<file path="src/rtl/issue_queue_ctl_pkg.sv">
// Shared sizing helpers for the issue-queue controller.
package issue_queue_ctl_pkg;

  localparam int MAX_ENTRIES = 16;
  localparam int MAX_CNT_W   = 5;

  function automatic int clog2(input int value);
    int r;
    r = 0;
    while ((1 << r) < value) r = r + 1;
    return r;
  endfunction

  function automatic int cnt_w(input int entries);
    return clog2(entries + 1);
  endfunction

  function automatic logic [MAX_CNT_W-1:0] popcount(input logic [MAX_ENTRIES-1:0] v);
    logic [MAX_CNT_W-1:0] n;
    n = '0;
    for (int i = 0; i < MAX_ENTRIES; i++) n = n + MAX_CNT_W'(v[i]);
    return n;
  endfunction

endpackage

</file>
<file path="src/rtl/issue_queue_ctl_if.sv">
// Dispatch/issue bundle between the queue controller and its dispatcher/scheduler.
interface issue_queue_ctl_if #(
  parameter int ENTRIES    = 4,
  parameter int LOAD_PORTS = 2,
  parameter int EXE_UNITS  = 2
) ();
  import issue_queue_ctl_pkg::*;

  localparam int CNT_W = cnt_w(ENTRIES);

  logic [LOAD_PORTS-1:0]         iq_loads;
  logic [EXE_UNITS-1:0]          exe_ready;
  logic [ENTRIES-1:0]            ops_ready;
  logic [ENTRIES-1:0]            flush;
  logic [LOAD_PORTS-1:0]         load_accept;
  logic [LOAD_PORTS*ENTRIES-1:0] load;
  logic [EXE_UNITS*ENTRIES-1:0]  issue;
  logic [ENTRIES-1:0]            valid;
  logic [CNT_W-1:0]              count;
  logic                          full;
  logic                          empty;

  modport master (
    output iq_loads, exe_ready, ops_ready, flush,
    input  load_accept, load, issue, valid, count, full, empty
  );

  modport slave (
    input  iq_loads, exe_ready, ops_ready, flush,
    output load_accept, load, issue, valid, count, full, empty
  );

endinterface

</file>
<file path="src/rtl/issue_queue_ctl_age_matrix.sv">
// Relative-age matrix: older[i][j] set when entry i is older than entry j.
module issue_queue_ctl_age_matrix #(
  parameter int ENTRIES = 4,
  parameter int PORT_W  = 1
) (
  input  logic                             clock,
  input  logic                             reset_n,
  input  logic [ENTRIES-1:0]               i_keep,
  input  logic [ENTRIES-1:0]               i_new,
  input  logic [ENTRIES-1:0][PORT_W-1:0]   i_port,
  output logic [ENTRIES-1:0][ENTRIES-1:0]  o_older
);

  logic [ENTRIES-1:0][ENTRIES-1:0] r_older;
  logic [ENTRIES-1:0][ENTRIES-1:0] w_older_nxt;

  // NOTE: default every bit before the conditional updates so no path leaves a latch.
  always_comb begin
    w_older_nxt = '0;
    for (int i = 0; i < ENTRIES; i++) begin
      for (int j = 0; j < ENTRIES; j++) begin
        if (i != j) begin
          if (i_keep[i] && i_keep[j])     w_older_nxt[i][j] = r_older[i][j];
          else if (i_keep[i] && i_new[j]) w_older_nxt[i][j] = 1'b1;
          else if (i_new[i] && i_new[j])  w_older_nxt[i][j] = (i_port[i] < i_port[j]);
        end
      end
    end
  end

  // NOTE: the matrix is a small flop array, so it takes the reset like any other register.
  // NOTE: non-blocking updates keep every flop sampling pre-edge values.
  always_ff @(posedge clock or negedge reset_n) begin
    if (!reset_n) r_older <= '0;
    else          r_older <= w_older_nxt;
  end

  assign o_older = r_older;

endmodule

</file>
<file path="src/rtl/issue_queue_ctl.sv">
// Issue-queue controller: slot allocation for dispatch ports, oldest-ready issue selection.
module issue_queue_ctl
  import issue_queue_ctl_pkg::*;
#(
  parameter int ENTRIES    = 4,
  parameter int LOAD_PORTS = 2,
  parameter int EXE_UNITS  = 2
) (
  input logic              clock,
  input logic              reset_n,
  issue_queue_ctl_if.slave bus
);

  localparam int CNT_W  = cnt_w(ENTRIES);
  localparam int PORT_W = (LOAD_PORTS > 1) ? clog2(LOAD_PORTS) : 1;

  logic [ENTRIES-1:0]                r_valid;
  logic [CNT_W-1:0]                  r_count;
  logic                              r_full;
  logic                              r_empty;

  logic [ENTRIES-1:0][ENTRIES-1:0]   w_older;
  logic [ENTRIES-1:0]                w_free, w_cand, w_col, w_loaded, w_issued, w_keep, w_nv;
  logic [LOAD_PORTS-1:0]             w_accept;
  logic [LOAD_PORTS-1:0][ENTRIES-1:0] w_load;
  logic [EXE_UNITS-1:0][ENTRIES-1:0] w_issue;
  logic [ENTRIES-1:0][PORT_W-1:0]    w_port;
  logic [ENTRIES-1:0][CNT_W-1:0]     w_rank;
  logic [CNT_W-1:0]                  w_nready;
  logic [CNT_W-1:0]                  w_nv_cnt;

  // Only slots empty at the start of the cycle are handed out; each grant removes its slot.
  always_comb begin
    w_free   = ~r_valid;
    w_accept = '0;
    w_load   = '0;
    w_port   = '0;
    for (int p = 0; p < LOAD_PORTS; p++) begin
      if (bus.iq_loads[p]) begin
        for (int i = 0; i < ENTRIES; i++) begin
          if (!w_accept[p] && w_free[i]) begin
            w_load[p][i] = 1'b1;
            w_accept[p]  = 1'b1;
            w_free[i]    = 1'b0;
            w_port[i]    = PORT_W'(p);
          end
        end
      end
    end
  end

  // rank = number of older candidates; the n-th ready unit takes the rank-n candidate.
  always_comb begin
    w_cand   = r_valid & bus.ops_ready & ~bus.flush;
    w_col    = '0;
    w_rank   = '0;
    w_issue  = '0;
    w_nready = '0;
    for (int i = 0; i < ENTRIES; i++) begin
      for (int j = 0; j < ENTRIES; j++) w_col[j] = w_older[j][i];
      w_rank[i] = CNT_W'(popcount(MAX_ENTRIES'(w_cand & w_col)));
    end
    for (int k = 0; k < EXE_UNITS; k++) begin
      if (bus.exe_ready[k]) begin
        for (int i = 0; i < ENTRIES; i++) begin
          if (w_cand[i] && (w_rank[i] == w_nready)) w_issue[k][i] = 1'b1;
        end
        w_nready = w_nready + CNT_W'(1);
      end
    end
  end

  always_comb begin
    w_loaded = '0;
    w_issued = '0;
    for (int p = 0; p < LOAD_PORTS; p++) w_loaded = w_loaded | w_load[p];
    for (int k = 0; k < EXE_UNITS; k++)  w_issued = w_issued | w_issue[k];
    w_keep   = r_valid & ~bus.flush & ~w_issued;
    w_nv     = w_keep | w_loaded;
    w_nv_cnt = CNT_W'(popcount(MAX_ENTRIES'(w_nv)));
  end

  issue_queue_ctl_age_matrix #(
    .ENTRIES (ENTRIES),
    .PORT_W  (PORT_W)
  ) u_age (
    .clock   (clock),
    .reset_n (reset_n),
    .i_keep  (w_keep),
    .i_new   (w_loaded),
    .i_port  (w_port),
    .o_older (w_older)
  );

  always_ff @(posedge clock or negedge reset_n) begin
    if (!reset_n) begin
      r_valid <= '0;
      r_count <= '0;
      r_full  <= 1'b0;
      r_empty <= 1'b1;
    end else begin
      r_valid <= w_nv;
      r_count <= w_nv_cnt;
      r_full  <= &w_nv;
      r_empty <= ~|w_nv;
    end
  end

  assign bus.load_accept = w_accept;
  assign bus.load        = w_load;
  assign bus.issue       = w_issue;
  assign bus.valid       = r_valid;
  assign bus.count       = r_count;
  assign bus.full        = r_full;
  assign bus.empty       = r_empty;

endmodule
</file>
<file path="src/flat_wrapper.sv">
// flat-port wrapper written by rule: the top's interface ports become plain ports
module issue_queue_ctl_flat import issue_queue_ctl_pkg::*;
#(
  parameter int ENTRIES    = 4,
  parameter int LOAD_PORTS = 2,
  parameter int EXE_UNITS  = 2
)
  (clock, reset_n, bus_iq_loads, bus_exe_ready, bus_ops_ready, bus_flush, bus_load_accept, bus_load, bus_issue, bus_valid, bus_count, bus_full, bus_empty);
  issue_queue_ctl_if #(.ENTRIES(ENTRIES), .LOAD_PORTS(LOAD_PORTS), .EXE_UNITS(EXE_UNITS)) bus_i ();
  input logic clock;
  input logic reset_n;
  input wire logic [$bits(bus_i.iq_loads)-1:0] bus_iq_loads;
  input wire logic [$bits(bus_i.exe_ready)-1:0] bus_exe_ready;
  input wire logic [$bits(bus_i.ops_ready)-1:0] bus_ops_ready;
  input wire logic [$bits(bus_i.flush)-1:0] bus_flush;
  output wire logic [$bits(bus_i.load_accept)-1:0] bus_load_accept;
  output wire logic [$bits(bus_i.load)-1:0] bus_load;
  output wire logic [$bits(bus_i.issue)-1:0] bus_issue;
  output wire logic [$bits(bus_i.valid)-1:0] bus_valid;
  output wire logic [$bits(bus_i.count)-1:0] bus_count;
  output wire logic [$bits(bus_i.full)-1:0] bus_full;
  output wire logic [$bits(bus_i.empty)-1:0] bus_empty;
  assign bus_i.iq_loads = bus_iq_loads;
  assign bus_i.exe_ready = bus_exe_ready;
  assign bus_i.ops_ready = bus_ops_ready;
  assign bus_i.flush = bus_flush;
  assign bus_load_accept = bus_i.load_accept;
  assign bus_load = bus_i.load;
  assign bus_issue = bus_i.issue;
  assign bus_valid = bus_i.valid;
  assign bus_count = bus_i.count;
  assign bus_full = bus_i.full;
  assign bus_empty = bus_i.empty;
  issue_queue_ctl #(.ENTRIES(ENTRIES), .LOAD_PORTS(LOAD_PORTS), .EXE_UNITS(EXE_UNITS)) u_core (.clock(clock), .reset_n(reset_n), .bus(bus_i));
endmodule
</file>
<file path="config.mk">
export PLATFORM = sky130hd
export DESIGN_NAME = issue_queue_ctl_flat
export DESIGN_NICKNAME = d
export VERILOG_FILES = /design/src/rtl/issue_queue_ctl_pkg.sv /design/src/rtl/issue_queue_ctl_if.sv /design/src/rtl/issue_queue_ctl_age_matrix.sv /design/src/rtl/issue_queue_ctl.sv /design/src/flat_wrapper.sv
export SDC_FILE = /design/constraint.sdc
export NUM_CORES = 1
export LEC_CHECK = 0
export BUFFER_PORTS_ARGS = -buffer_cell sky130_fd_sc_hd__buf_4
export CAP_MARGIN = 10
export CORE_UTILIZATION = 53
export DETAILED_ROUTE_END_ITERATION = 16
export PLACE_DENSITY = 0.83
export SETUP_SLACK_MARGIN = 0.4
export SYNTH_ARGS = -nofsm -noshare
export SYNTH_HDL_FRONTEND = slang
export SYNTH_SLANG_ARGS = --single-unit
</file>
<file path="constraint.sdc">
create_clock -name clock -period 3.7 [get_ports clock]
set_input_delay 0.555 -clock clock [delete_from_list [all_inputs] [get_ports clock]]
set_output_delay 0.555 -clock clock [all_outputs]
set_load 0.02 [all_outputs]
</file>
Word level (Yosys, flattened, before mapping)

Index checks and enable logic that the tools add are counted.

Flip-flop bits (word level): 21
Bits in latches: 0
Bits in writable memories: 0
Bits in read-only memories: 0
Bits of input ports: 14
Output and inout port bits: 27
Logic and storage cells: 223
Memories: 0

Add/subtract/negate cells: 63
Multipliers: 0
Div/mod/pow operators: 0
Magnitude comparators: 12
Equality and inequality tests: 4
Shift-type cells: 0
Muxes and demuxes: 63
Bitwise logic cells: 14
Reduce and logical (&&, ||, !) cells: 51

Operators with widths:

| kind                                                           | number |
|---|---|
| 3-bit by 1-bit adder with 3-bit output (second input constant) | 48 |
| 1-bit 2-to-1 mux                                               | 58 |
| 1-bit logical AND                                              | 38 |
| 3-bit by 1-bit adder with 3-bit output                         | 10 |
| 4-bit AND                                                      | 7 |
| 4-bit 2-to-1 mux                                               | 5 |
| 3-bit by 1-bit equality test with 1-bit output                 | 4 |
| 3-bit logical NOT                                              | 4 |
| 1-bit < comparator                                             | 12 |
| 4-bit inverter                                                 | 3 |
| 4-bit bitwise OR                                               | 3 |
| 1-bit by 1-bit adder with 2-bit output                         | 5 |
| 1-bit logical NOT                                              | 7 |
| 4-bit by 3-bit AND with 4-bit output                           | 1 |
| 4-bit AND reduction                                            | 1 |
| 4-bit OR reduction                                             | 1 |

Longest topological paths before layout

Depth in word-level cells: 34
Gate-level depth with buffers: 14
Mapped depth without buffers: 12

Hierarchy

Synthesis repeated with hierarchy kept, for this count alone.

Cell total of the unflattened synthesis: 194
Area, all modules: 1956.9 um2

Modules (own cells, without submodules):

| module                     | times used | cells each | area each (um2) | seq. area each (um2) |
|---|---|---|---|---|
| issue_queue_ctl            | 1          | 133        | 1202.4          | 226.5 |
| issue_queue_ctl_age_matrix | 1          | 61         | 754.5           | 300.3 |

Least setup slack after synthesis

Ideal clock, no wire load.

Path type: reg2reg
From: reg u_core.r_valid[0], in the netlist u_core.bus.valid[0]
To: reg u_core.r_count[1], in the netlist u_core.bus.count[1]
Library setup time: 0.126 ns
Arrival time: 3.259 ns
Data required time: 3.574 ns
Setup slack: 0.315 ns
Cell stages (with the launch flop): 14
Path buffers: 3
Clock period less this slack: 3.385 ns
Path through: dfrtp_1 buf_4 nor2b_1 buf_2 and3_1 fa_1 nand2b_1 o311a_1 buf_2 nor2_1 inv_1 ha_1 fa_1 ha_1

Longest elaborated chain between the ends: 29
Elaborated cells on any way between the ends: 138
Classes of those cells: add/sub: 63; eq/ne: 4; mux: 34; bitwise: 13; reduce/logical: 24

Ends and longest elaborated chain:

| what                                                                                | RTL line                  | text |
|---|---|---|
| from (decl)                                                                         | issue_queue_ctl.sv:17     | `logic [ENTRIES-1:0] r_valid;` |
| from (signal assigned)                                                              | issue_queue_ctl.sv:102    | `r_valid <= w_nv;` |
| 4-bit AND (2 in series)                                                             | issue_queue_ctl.sv:54     | `w_cand = r_valid & bus.ops_ready & ~bus.flush;` |
| 4-bit AND                                                                           | issue_queue_ctl.sv:61     | `w_rank[i] = CNT_W'(popcount(MAX_ENTRIES'(w_cand & w_col)));` |
| 1-bit by 1-bit adder with 2-bit output                                              | issue_queue_ctl_pkg.sv:21 | `for (int i = 0; i < MAX_ENTRIES; i++) n = n + MAX_CNT_W'(v[i]);` |
| 3-bit by 1-bit adder with 3-bit output (14 in series)                               | issue_queue_ctl_pkg.sv:21 |  |
| 3-bit by 1-bit equality test with 1-bit output or 3-bit logical NOT (tied branches) | issue_queue_ctl.sv:66     | `if (w_cand[i] && (w_rank[i] == w_nready)) w_issue[k][i] = 1'b1;` |
| 1-bit logical AND                                                                   | issue_queue_ctl.sv:66     |  |
| 1-bit 2-to-1 mux                                                                    | issue_queue_ctl.sv:66     |  |
| 4-bit 2-to-1 mux                                                                    | issue_queue_ctl.sv:64     | `if (bus.exe_ready[k]) begin` |
| 4-bit bitwise OR                                                                    | issue_queue_ctl.sv:77     | `for (int k = 0; k < EXE_UNITS; k++) w_issued = w_issued \| w_issue[k];` |
| 4-bit inverter                                                                      | issue_queue_ctl.sv:78     | `w_keep = r_valid & ~bus.flush & ~w_issued;` |
| 4-bit AND                                                                           | issue_queue_ctl.sv:78     |  |
| 4-bit bitwise OR *                                                                  | issue_queue_ctl.sv:79     | `w_nv = w_keep \| w_loaded;` |
| net u_core.w_nv[1]                                                                  | issue_queue_ctl.sv:23     | `logic [ENTRIES-1:0] w_free, w_cand, w_col, w_loaded, w_issued, w_keep, w_nv;` |
| 1-bit by 1-bit adder with 2-bit output *                                            | issue_queue_ctl_pkg.sv:21 |  |
| 3-bit by 1-bit adder with 3-bit output * (2 in series)                              | issue_queue_ctl_pkg.sv:21 |  |
| net u_core.w_nv_cnt[1]                                                              | issue_queue_ctl.sv:30     | `logic [CNT_W-1:0] w_nv_cnt;` |
| to (signal assigned)                                                                | issue_queue_ctl.sv:103    | `r_count <= w_nv_cnt;` |
| to (decl)                                                                           | issue_queue_ctl.sv:18     | `logic [CNT_W-1:0] r_count;` |

Mark *: on every way through the listed nets, which the timed path passes. The rest lies on a longest branch. The select of a mux whose other input is x is not followed.
A chain may end at the register's enable or synchronous reset.

Worst setup path after layout

Ends and elaborated chain as after synthesis.

==> impl_results.md <==
* Slew margin rel. at 0.666
* Register area share after synthesis at 0.321
* CP endpoint kind: flip-flop
* Primary FF master, synth: dfrtp_1
* Max-cap violation count at 0
* FFs w/ async S/R, synth at 1.00
* NumNets Final at 255
* DIE WIDTH at 57.6 µm
* Slew @ Worst Pin at 0.488 ns
* Worst min-delay path class: primary input to async pin
* Cell Pwr Density at 509 mW/mm²
* Sequential cell area at 529 µm²
* CTS tree: built
* Clock transition at path regs at 0.11 ns
* Max-slew violations at 0
* Commonest non-fill, non-tap cell in the layout: buf_4
* Vias per cell at 6.04
* Largest net degree at the start of global routing at 22
* Vias in the first global route at 1437
* Total die area at 0.00332 mm²
* H-tree Lvls at 1
* Unrepaired setup endpoints after global routing: false
* First-pass GRT wire length at 6780 µm
* Post-route clock period utilization at 0.866
* Fin cells at 257
* Clock sink count at 21
* Post-synthesis register bit count at 21
* Area of the multi-input gates at 0.00104 mm²
* CP max stage cell: fa_2
* Syn_area_per_cell at 9.01 µm²
* DR DRC count at 3
* Layout cell share with drive strength beyond 1 at 0.332
* All-Layer GR Usage at 0.270
* Global route total overflow at 0
* Syn Nets at 210
* Crit-path cells: nor2b_1 > buf_4 > and3_1 > fa_2 > o311a_1 > nor2_2 > inv_1 > ha_1 > fa_1 > ha_1
* Area growth from synthesis to layout at 25.6%
* Antenna diodes at 0
* Max IR drop VDD at 0.418 mV
* Status: complete, but fails checks
* Failing checks: DRC
* Hold Violations, Final at 0
* CP arrival at 3.39 ns
* Core Box Area at 0.00285 mm²
* Final WS setup at 0.498 ns
* Drt initial violations at 123
* Period minus WS final at 3.20 ns
* Crit Path Category: flip-flop to flip-flop
* Most used cell, CP: ha_1
* WP buf/inv at 2
* Worst Setup SP: u_core.bus.valid[0]
* # setup viols final at 0
* Synth unique cells at 49
* Reg2reg start: u_core.bus.valid[0]
* Total CTS buffers at 3
* Critical path launch point type: flip-flop
* Max clock buf depth at 2
* Number of antenna violations at the first check in global routing at 0
* IO Port Bufs at 40
* Routed Antenna Nets at 0
* Initial Util at 0.575
* Post-Syn Instances at 182
* Critical Path RT at 3.89 ns
* CTS Hold Bufs at 0
* Synth Cell Area at 0.00164 mm²
* Clock root buffer: clkbuf_4
* Filler instances at 215
* Final setup TNS at 0 ns
* Row count at 19
* YS warnings at 0
* Top achievable clock speed at 312 MHz
* CP Max Fanout at 8
* Leak at 0.00103 µW
* CP top delay family: adder cells
* Clk_skew at 0.00137 ns
* WL final at 4230 µm
* Cell count after placement at 249
* EDFF count, synth at 0
* DR pass1 iterations at 14
* Clk Latency, worst-skew pair at 0.30 ns
* DP HPWL at 3430 µm
* Die H at 57.6 µm
* Most frequent cells in the layout: buf_4, dfrtp_1, nand2_1
* Via Count at 1552
* Ports at 41
* Slowest stage delay, CP at 0.47 ns
* Gpl congestion at 0.855
* Wire length per cell at 16.4 µm
* DP Worst Slack at 0.107 ns
[final cells by class]
| type | count | area share |
|---|---|---|
| Clock buffer | 4 | 0.0128 |
| Timing Repair Buffer | 50 | 0.182 |
| Sequential cell | 21 | 0.257 |
| Multi-Input combinational cell | 139 | 0.507 |
| Inverter | 12 | 0.0219 |
| Tap cell | 31 | 0.0188 |
[worst register-to-register path: cells and delay by family, from the launching register on]
| kind | cells | cell delay (ns) |
|---|---|---|
| adders and majority gates | 4 | 1.47 |
| buffers and inverters | 2 | 0.28 |
| AOI/OAI and AO/OA | 1 | 0.41 |
| DFF | 1 | 0.38 |
| and+or+nand+nor | 3 | 0.56 |
[cells in the mapped netlist (2+ instances only)]
| library cell | instances | area share |
|---|---|---|
| dfrtp_1 | 20 | 0.31 |
| nand2_1 | 15 | 0.034 |
| a21oi_1 | 13 | 0.040 |
| and3_1 | 10 | 0.038 |
| inv_1 | 10 | 0.023 |
| nor2_1 | 10 | 0.023 |
| ha_1 | 9 | 0.069 |
| nor3_1 | 8 | 0.024 |
| and2_1 | 7 | 0.027 |
| nand3_1 | 6 | 0.018 |
| buf_2 | 5 | 0.015 |
| fa_1 | 5 | 0.061 |
| nor2b_1 | 5 | 0.019 |
| xnor2_1 | 5 | 0.027 |
| buf_4 | 4 | 0.018 |
| a211oi_1 | 3 | 0.014 |
| nand2b_1 | 3 | 0.011 |
| o21ai_0 | 3 | 0.0092 |
| o21bai_1 | 3 | 0.014 |
| a21o_1 | 2 | 0.0092 |
| a22oi_1 | 2 | 0.0092 |
| and3b_1 | 2 | 0.011 |
| nand3b_1 | 2 | 0.0092 |
| nor4b_1 | 2 | 0.011 |
| o211ai_1 | 2 | 0.0092 |
| o221a_2 | 2 | 0.014 |
| o311a_1 | 2 | 0.012 |
[final timing paths]
check	slack [ns]	cells past startpoint	end
worst max register to register	0.50	10	u_core.bus.count[1]
worst max-delay path	0.50	10	u_core.bus.count[1]
max in group asynchronous	3.32	1	u_core.bus.empty
worst min register to register	0.53	2	u_core.u_age.o_older[9]
min in group clock	0.53	2	u_core.u_age.o_older[9]
worst min-delay path	0.11	1	u_core.bus.full
[state kept, by name, summed over array words and instances (netlist names)]
register / count
u_core.bus.count: 3
u_core.bus.empty: 1
u_core.bus.full: 1
u_core.bus.valid: 4
u_core.u_age.o_older: 12
[cell families (layout without fill, tap and decap cells)]
kind of cell	after synthesis	count (layout)	synth area share
flops	21	21	0.321
buf+inv	22	66	0.0634
xor+xnor	6	6	0.0321
compound gates	43	43	0.195
fa+ha+maj	15	15	0.136
simple gates	75	75	0.252
[through the flow]
step	util	hold WS, ns	area (µm²)	power [µW]
finish	0.721	0.113	2060	1050
global route	0.721	0.115	2060	1120
CTS	0.704	0.120	2010	1030
detailed placement	0.691	0.449	1970	908
global placement	0.691	0.441	1970	888
floorplan	-	0.259	1650	696
[power by group]
group | total, µW | switching (µW) | internal (µW)
Combinational | 619 | 371 | 248
Sequential | 322 | 31.4 | 290
Clock | 107 | 64.8 | 42.0
Total | 1050 | 467 | 581
[per-layer routing]
layer / wire, µm / global-route usage
met5: 0 / 0
met4: 77 / 0.0767
met3: 256 / 0.0313
met2: 2160 / 0.478
met1: 1730 / 0.349
[what timing repair did]
action,in CTS,in global routing
endpoints found under the setup margin,2,5
pin swaps,0,3
cloned,0,0
gates resized for setup,2,8
setup buffers,1,3
No activity file was read; power rests on OpenSTA's default activity.
